## src/rtl/rv32i_bus_fabric.sv

```systemverilog
`default_nettype none
// ============================================================================
// Module : rv32i_bus_fabric
// Desc   : RV32I data-port bus fabric: base/mask slave decode, ready handshake,
//          registered read return, error response for unmapped/hung accesses.
//          Macro RV32I_BUS_TIMEOUT_EN enables the WAIT-state timeout counter.
// Rev    : 1.0 - initial release
// ============================================================================
module rv32i_bus_fabric #(
  parameter int                 NSLV        = 4,
  parameter logic [NSLV*32-1:0] SLV_BASE    = {32'h8000_1000, 32'h8000_0000,
                                               32'h1000_0000, 32'h0000_0000},
  parameter logic [NSLV*32-1:0] SLV_MASK    = {32'hFFFF_F000, 32'hFFFF_F000,
                                               32'hFFFF_C000, 32'hFFFF_C000},
  parameter int                 TIMEOUT_CYC = 16,
  parameter logic [31:0]        ERR_RDATA   = 32'hDEAD_BEEF
) (
  input  logic                 clk,
  input  logic                 n_rst,
  input  logic [31:0]          cpu_addr,
  input  logic                 cpu_we,
  input  logic                 cpu_re,
  input  logic [31:0]          cpu_wdata,
  input  logic [3:0]           cpu_be,
  output logic [31:0]          cpu_rdata,
  output logic                 cpu_stall,
  output logic                 bus_err,
  output logic [NSLV-1:0]      slv_cs_n,
  output logic                 slv_we,
  output logic [31:0]          slv_addr,
  output logic [31:0]          slv_wdata,
  output logic [3:0]           slv_be,
  input  logic [NSLV*32-1:0]   slv_rdata,
  input  logic [NSLV-1:0]      slv_ready
);

  typedef enum logic [1:0] {
    S_IDLE = 2'd0,
    S_WAIT = 2'd1,
    S_RESP = 2'd2
  } state_t;

  state_t          r_state, w_state_nxt;
  logic [31:0]     r_rdata, w_rdata_nxt;
  logic            r_err, w_err_nxt;
  logic            w_req, w_rd, w_cs_en, w_any_hit, w_sel_ready;
  logic [NSLV-1:0] w_hit, w_sel;
  logic [31:0]     w_sel_rdata;

`ifdef RV32I_BUS_TIMEOUT_EN
  localparam logic [7:0] c_TO_LAST = 8'(TIMEOUT_CYC - 1);
  logic [7:0] r_cnt, w_cnt_nxt;
`endif

  // Gating with n_rst keeps stall and chip selects quiet while reset is held.
  assign w_req = n_rst & (cpu_re | cpu_we);
  assign w_rd  = cpu_re & ~cpu_we;

  genvar gi;
  generate
    for (gi = 0; gi < NSLV; gi++) begin : g_dec
      assign w_hit[gi] = ((cpu_addr & SLV_MASK[32*gi +: 32]) ==
                          (SLV_BASE[32*gi +: 32] & SLV_MASK[32*gi +: 32]));
    end
  endgenerate

  // Descending scan so the lowest matching slot is the last one written.
  always_comb begin
    w_sel = '0;
    for (int i = NSLV - 1; i >= 0; i--) begin
      if (w_hit[i]) begin
        w_sel    = '0;
        w_sel[i] = 1'b1;
      end
    end
  end

  always_comb begin
    w_sel_rdata = '0;
    for (int i = 0; i < NSLV; i++) begin
      w_sel_rdata = w_sel_rdata | (slv_rdata[32*i +: 32] & {32{w_sel[i]}});
    end
  end

  assign w_any_hit   = |w_hit;
  assign w_sel_ready = |(w_sel & slv_ready);

  always_comb begin
    w_state_nxt = r_state;
    w_rdata_nxt = r_rdata;
    w_err_nxt   = 1'b0;
    w_cs_en     = 1'b0;
`ifdef RV32I_BUS_TIMEOUT_EN
    w_cnt_nxt   = r_cnt;
`endif
    case (r_state)
      S_IDLE: begin
        if (w_req) begin
          if (!w_any_hit) begin
            w_state_nxt = S_RESP;
            w_err_nxt   = 1'b1;
            if (w_rd) w_rdata_nxt = ERR_RDATA;
          end else begin
            w_cs_en = 1'b1;
            if (w_sel_ready) begin
              w_state_nxt = S_RESP;
              if (w_rd) w_rdata_nxt = w_sel_rdata;
            end else begin
              w_state_nxt = S_WAIT;
`ifdef RV32I_BUS_TIMEOUT_EN
              w_cnt_nxt   = '0;
`endif
            end
          end
        end
      end
      S_WAIT: begin
        if (!w_req) begin
          w_state_nxt = S_IDLE;
        end else begin
          w_cs_en = w_any_hit;
          if (w_any_hit && w_sel_ready) begin
            w_state_nxt = S_RESP;
            if (w_rd) w_rdata_nxt = w_sel_rdata;
          end
`ifdef RV32I_BUS_TIMEOUT_EN
          else if (r_cnt == c_TO_LAST) begin
            w_state_nxt = S_RESP;
            w_err_nxt   = 1'b1;
            if (w_rd) w_rdata_nxt = ERR_RDATA;
          end else begin
            w_cnt_nxt = r_cnt + 8'd1;
          end
`endif
        end
      end
      S_RESP:  w_state_nxt = S_IDLE;
      default: w_state_nxt = S_IDLE;
    endcase
  end

  always_ff @(posedge clk or negedge n_rst) begin
    if (!n_rst) begin
      r_state <= S_IDLE;
      r_rdata <= '0;
      r_err   <= 1'b0;
    end else begin
      r_state <= w_state_nxt;
      r_rdata <= w_rdata_nxt;
      r_err   <= w_err_nxt;
    end
  end

`ifdef RV32I_BUS_TIMEOUT_EN
  always_ff @(posedge clk or negedge n_rst) begin
    if (!n_rst) r_cnt <= '0;
    else        r_cnt <= w_cnt_nxt;
  end
`endif

  assign slv_cs_n  = ~(w_sel & {NSLV{w_cs_en}});
  assign slv_we    = cpu_we & w_cs_en;
  assign slv_addr  = cpu_addr;
  assign slv_wdata = cpu_wdata;
  assign slv_be    = cpu_be;
  assign cpu_rdata = r_rdata;
  assign bus_err   = r_err;
  assign cpu_stall = w_req & (r_state != S_RESP);

endmodule
`default_nettype wire
```

## config.mk

```make
export PLATFORM = sky130hd
export DESIGN_NAME = rv32i_bus_fabric
export DESIGN_NICKNAME = d
export VERILOG_FILES = /design/src/rtl/rv32i_bus_fabric.sv
export SDC_FILE = /design/constraint.sdc
export NUM_CORES = 1
export LEC_CHECK = 0
export CORE_AREA = 2 2 120 122
export CTS_CLUSTER_DIAMETER = 40
export CTS_CLUSTER_SIZE = 24
export DETAILED_ROUTE_END_ITERATION = 12
export DIE_AREA = 0 0 122 124
export PLACE_DENSITY = 0.68
export SYNTH_ARGS = -nofsm -noshare
export SYNTH_HDL_FRONTEND = slang
export SYNTH_SLANG_ARGS = --single-unit
export TNS_END_PERCENT = 50
```

## constraint.sdc

```tcl
create_clock -name clk -period 2.07 [get_ports clk]
set_input_delay 0.414 -clock clk [delete_from_list [all_inputs] [get_ports clk]]
set_output_delay 0.414 -clock clk [all_outputs]
set_load 0.02 [all_outputs]
```

Word level (Yosys, flattened, before mapping):

Index checks and enable logic that the tools add are counted.

* eq/ne operators: 11
* mux-type cells: 25
* bitwise gates (word level): 16
* reductions and logical operators: 8

Operator list (count)
* $mux 32: 7
* $and 32x32->32: 4
* $or 32x32->32: 3
* $pmux 32 s2: 1
* $eq 20x20->1 const B: 2
* $logic_not 32->1: 1
* $eq 18x15->1 const B: 1
* $mux 4: 4
* $mux 2: 5
* $ne 3x3->1 const B: 3
* $and 4x4->4: 2
* $ne 2x2->1 const B: 4
* $reduce_or 4->1: 2
* $mux 1: 6
* $reduce_and 6->1: 1
* $and 1x1->1: 4
* $not 4->4: 1
* $pmux 2 s2: 1
* $eq 2x1->1 const B: 1
* $logic_not 2->1: 1
* $pmux 1 s2: 1
* $reduce_and 2->1: 1
* $reduce_bool 2->1: 1
* $logic_and 1x1->1: 1
* 2 further kinds: 2

* bits in registers: 35
* input bits: 204
* output and inout port bits: 107
* word-level logic and storage cells: 63

Longest topological paths before layout:

* depth after elaboration: 14
* gate-level depth with buffers: 9
* gate-level depth less buffers: 6

Worst setup path before layout:

OpenSTA, ideal clock, no wires.

* path type: input -> output
* from: input port cpu_addr[18]
* to: output port slv_cs_n[2]
* arrival: 1856 ps
* required time: 1656 ps
* path slack: -200 ps
* stages: 6
* path buffers: 2
* cells stage by stage: nor4_2 nand4_2 or2_1 buf_6 buf_6 or3_1

* longest elaborated chain between the ends: 7
* elaborated cells between the ends (all ways): 14
* classes of those cells: eq/ne (3); mux (7); bitwise (2); reduce/logical (2)

RTL lines
* start: declaration: line 20 `input logic [31:0] cpu_addr,`
* $eq 20x20->1 (tied with other cells): line 62 `assign w_hit[gi] = ((cpu_addr & SLV_MASK[32*gi +: 32]) ==`
* $reduce_or 4->1: line 85 `assign w_any_hit = |w_hit;`
* $mux 1: line 99 `if (!w_any_hit) begin`
* $mux 1: line 98 `if (w_req) begin`
* $pmux 1 s2: line 96 `case (r_state)`
* $and 4x4->4 *: line 161 `assign slv_cs_n = ~(w_sel & {NSLV{w_cs_en}});`
* $not 4->4 *: line 161
* end: declaration: line 28 `output logic [NSLV-1:0] slv_cs_n,`

Mark *: on every way between the ends. The rest lies on a longest branch, timed or not.

Final worst setup path:

* from: input port cpu_addr[19]
* to: output port slv_cs_n[2]

Same word-level chain as after synthesis.

==> metrics <==
status finished with violations; violated checks setup timing; Yosys cell types 34; Synth Register Bits 35; Rows 43; Worst Tran Pin Value 0.4751 ns; Gate power share 33.7%; clk_skew 0.003184 ns; Crit Path Category in2out; CTS tree yes; Avg WL per Cell 16.58 um; number of buffers created by CTS 5; gr usage total 14.10%; Largest delay share family, worst path simple AND/OR/NAND/NOR gates; number of global-route vias before repair 3251; vias 3089; # hold bufs at CTS 0; Final Util 38.95%; Ports 311; P&R area growth vs syn 68.08%; max-cap viol count 0; Ys Warns 0; largest stage delay on the critical path 0.33 ns; CP Buf/Inv Count 2; Residual DRC 0; Worst slew margin 68.32%; cell area after synthesis 3179 sq um; Hold Fails Final Rpt 0; Critical Path Stages 6; period utilisation layout 102.9%; WL final 11290 um; Clk network pwr share 35.2%; FF-to-FF path depth 6; top post-synthesis cells by area dfrtp_1 28%, buf_4 17%, mux2i_1 13%, a221oi_2 9.0%, nor2_1 6.0%; Initial Util 23.17%; worst skew pair latency 0.27 ns; clock tree sinks 35; biggest area consumer among synthesized cells dfrtp_1; Pleak 2.163 nW; Final Net Count 704; fin. max-slew vios 0; switching part of the total 26.93%; vias per cell 4.536; crit path capture type primary output; syn_nets 543; Starting DRT DRC Count 58; H-tree depth 2; share of the synthesized area in the top cell type 27.55%; DR pass1 iterations 4; die extent in y 124 um; clk buf depth 2; power per cell area 474.1 nW/um^2; share of cells above drive strength 1 23.95%; initial antenna violation count 0; Int Pwr 0.001851 W; syn_area_per_cell 9.378 sq um; Antenna Violating Nets Remaining 0; I/O Buffers 214; Congestion Overflow GR 0; Critical Path RT 1.66 ns; CTS root buf clkbuf_16; Max Fclk 0.4695 GHz; Fin Hold WS 0.2802 ns; placed cells 668; synthesized instance count 339; RSZ-0062 raised after global routing yes; area of the core 13720 sq um; die area 15130 sq um; hpwl dp 9292 um; Setup WS post-layout -0.05994 ns; GP Congestion 0.7764; sw power 0.0006822 W; clock-pin slew on the worst setup and hold paths 0.06 ns; largest net degree at the start of global routing 36; Peak VDD IR 0.0002450 V; die width 122 um; final setup fails 2; global-route wire length before repair 16650 um; startpoint types primary input; count of non-filler cells in the finished layout 681; n_diodes 0; CP max FO 3; Seq/Total Area, Yosys 27.55%; Hold Crit Class in2async; CP arrival 1.72 ns; crit path time final 2.130 ns; final setup TNS -0.08223 ns; crit path cell chain buf_4 > nor4_4 > nand4_2 > or2_4 > or3_4 > buf_6; Flop pwr share 31.1%; Worst path slowest cell or3_4
-- cells by family (layout without fill, tap and decap cells) --
| group | count (synthesis) | count (layout) | synth area share (%) |
|---|---|---|---|
| mux | 42 | 42 | 13.22 |
| buf+inv | 93 | 255 | 22.39 |
| flops | 35 | 35 | 27.55 |
| compound gates | 97 | 97 | 25.34 |
| simple gates | 72 | 72 | 11.49 |
-- Yosys cell counts, drive strengths merged --
cell / n
or3: 2
o22ai: 3
nor3b: 1
buf: 88
dfrtp: 35
o31ai: 8
or2: 3
nand2b: 2
nor3: 1
a21oi: 35
nand4: 1
a221oi: 24
nand2: 4
o21ai: 26
inv: 1
and3: 1
or3b: 1
nor4: 4
nor2: 52
o21a: 1
clkbuf: 4
mux2i: 42
-- flip-flops by register name (all words and copies together) (netlist names) --
register   count
cpu_rdata     32
r_state        2
bus_err        1
-- worst paths after layout --
kind	startpoint	endpoint	slack (ns)
setup / recovery	cpu_addr[19]	slv_cs_n[2]	-0.06
hold / removal	n_rst	cpu_rdata[25]$_DFFE_PN0P_	0.28
setup reg to reg	r_state[1]$_DFFE_PN0P_	cpu_rdata[2]$_DFFE_PN0P_	0.37
hold reg to reg	cpu_rdata[9]$_DFFE_PN0P_	cpu_rdata[9]$_DFFE_PN0P_	0.51
max in group asynchronous	n_rst	cpu_rdata[20]$_DFFE_PN0P_	1.45
min in group clk	cpu_rdata[9]$_DFFE_PN0P_	cpu_rdata[9]$_DFFE_PN0P_	0.51
-- per-layer routing --
layer  track usage (%)  part of all wire, %  up-vias
met4             3.807                  1.9        0
met3             4.533                  9.5       22
met1             15.45                   38     1425
met5                 0                    0        -
met2             26.12                   51      169
li1                  -                    -     1473
-- layout make-up --
class | count | area (sq um)
multi-input cells | 211 | 1675
well taps | 180 | 225.2
fillers | 1380 | 8376
inverters | 1 | 3.754
clock inverters | 2 | 35.03
flip-flops and latches | 35 | 875.8
clock buffers | 6 | 138.9
repair buffers | 246 | 2390
-- per-stage QoR --
| step | cell area [sq um] | worst slack [ns] | power (W) |
|---|---|---|---|
| floorplan | 3211 | -0.1155 | 0.001246 |
| global placement | 5114 | -0.8184 | 0.001655 |
| detailed placement | 5114 | -0.8673 | 0.001669 |
| CTS | 5249 | -0.08877 | 0.002571 |
| global route | 5344 | -0.1052 | 0.002648 |
| finish | 5344 | -0.05994 | 0.002534 |
-- layout by cell type (no fill, tap or decap), drive strengths merged, types with 2 or more instances in the layout --
master	Yosys	final
or3	2	2
o21ai	26	26
clkdlybuf4s15	0	6
a21oi	35	35
nand2	4	4
a221oi	24	24
o22ai	3	3
dfrtp	35	35
clkbuf	4	6
nor2	52	52
nand2b	2	2
o31ai	8	8
mux2i	42	42
clkdlybuf4s50	0	185
or2	3	3
dlymetal6s2s	0	2
nor4	4	4
buf	88	53
-- power by group through the flow --
stage               combinational (W)  clock, W  sequential [W]
finish                       0.000853  0.000893        0.000788
global route                 0.000911  0.000939        0.000798
CTS                          0.000860  0.000921        0.000790
detailed placement           0.000866         0        0.000803
global placement             0.000856         0        0.000799
floorplan                    0.000364         0        0.000882
-- timing repair --
| item | 4_1_cts | 5_1_grt |
|---|---|---|
| setup buffers | 1 | 4 |
| endpoints found under the hold margin | 0 | 0 |
| setup endpoints to repair | 41 | 31 |
| cloned | 0 | 0 |
| pin swaps | 8 | 8 |
| resized for setup | 104 | 16 |
Power figures use the tool's default switching activity.
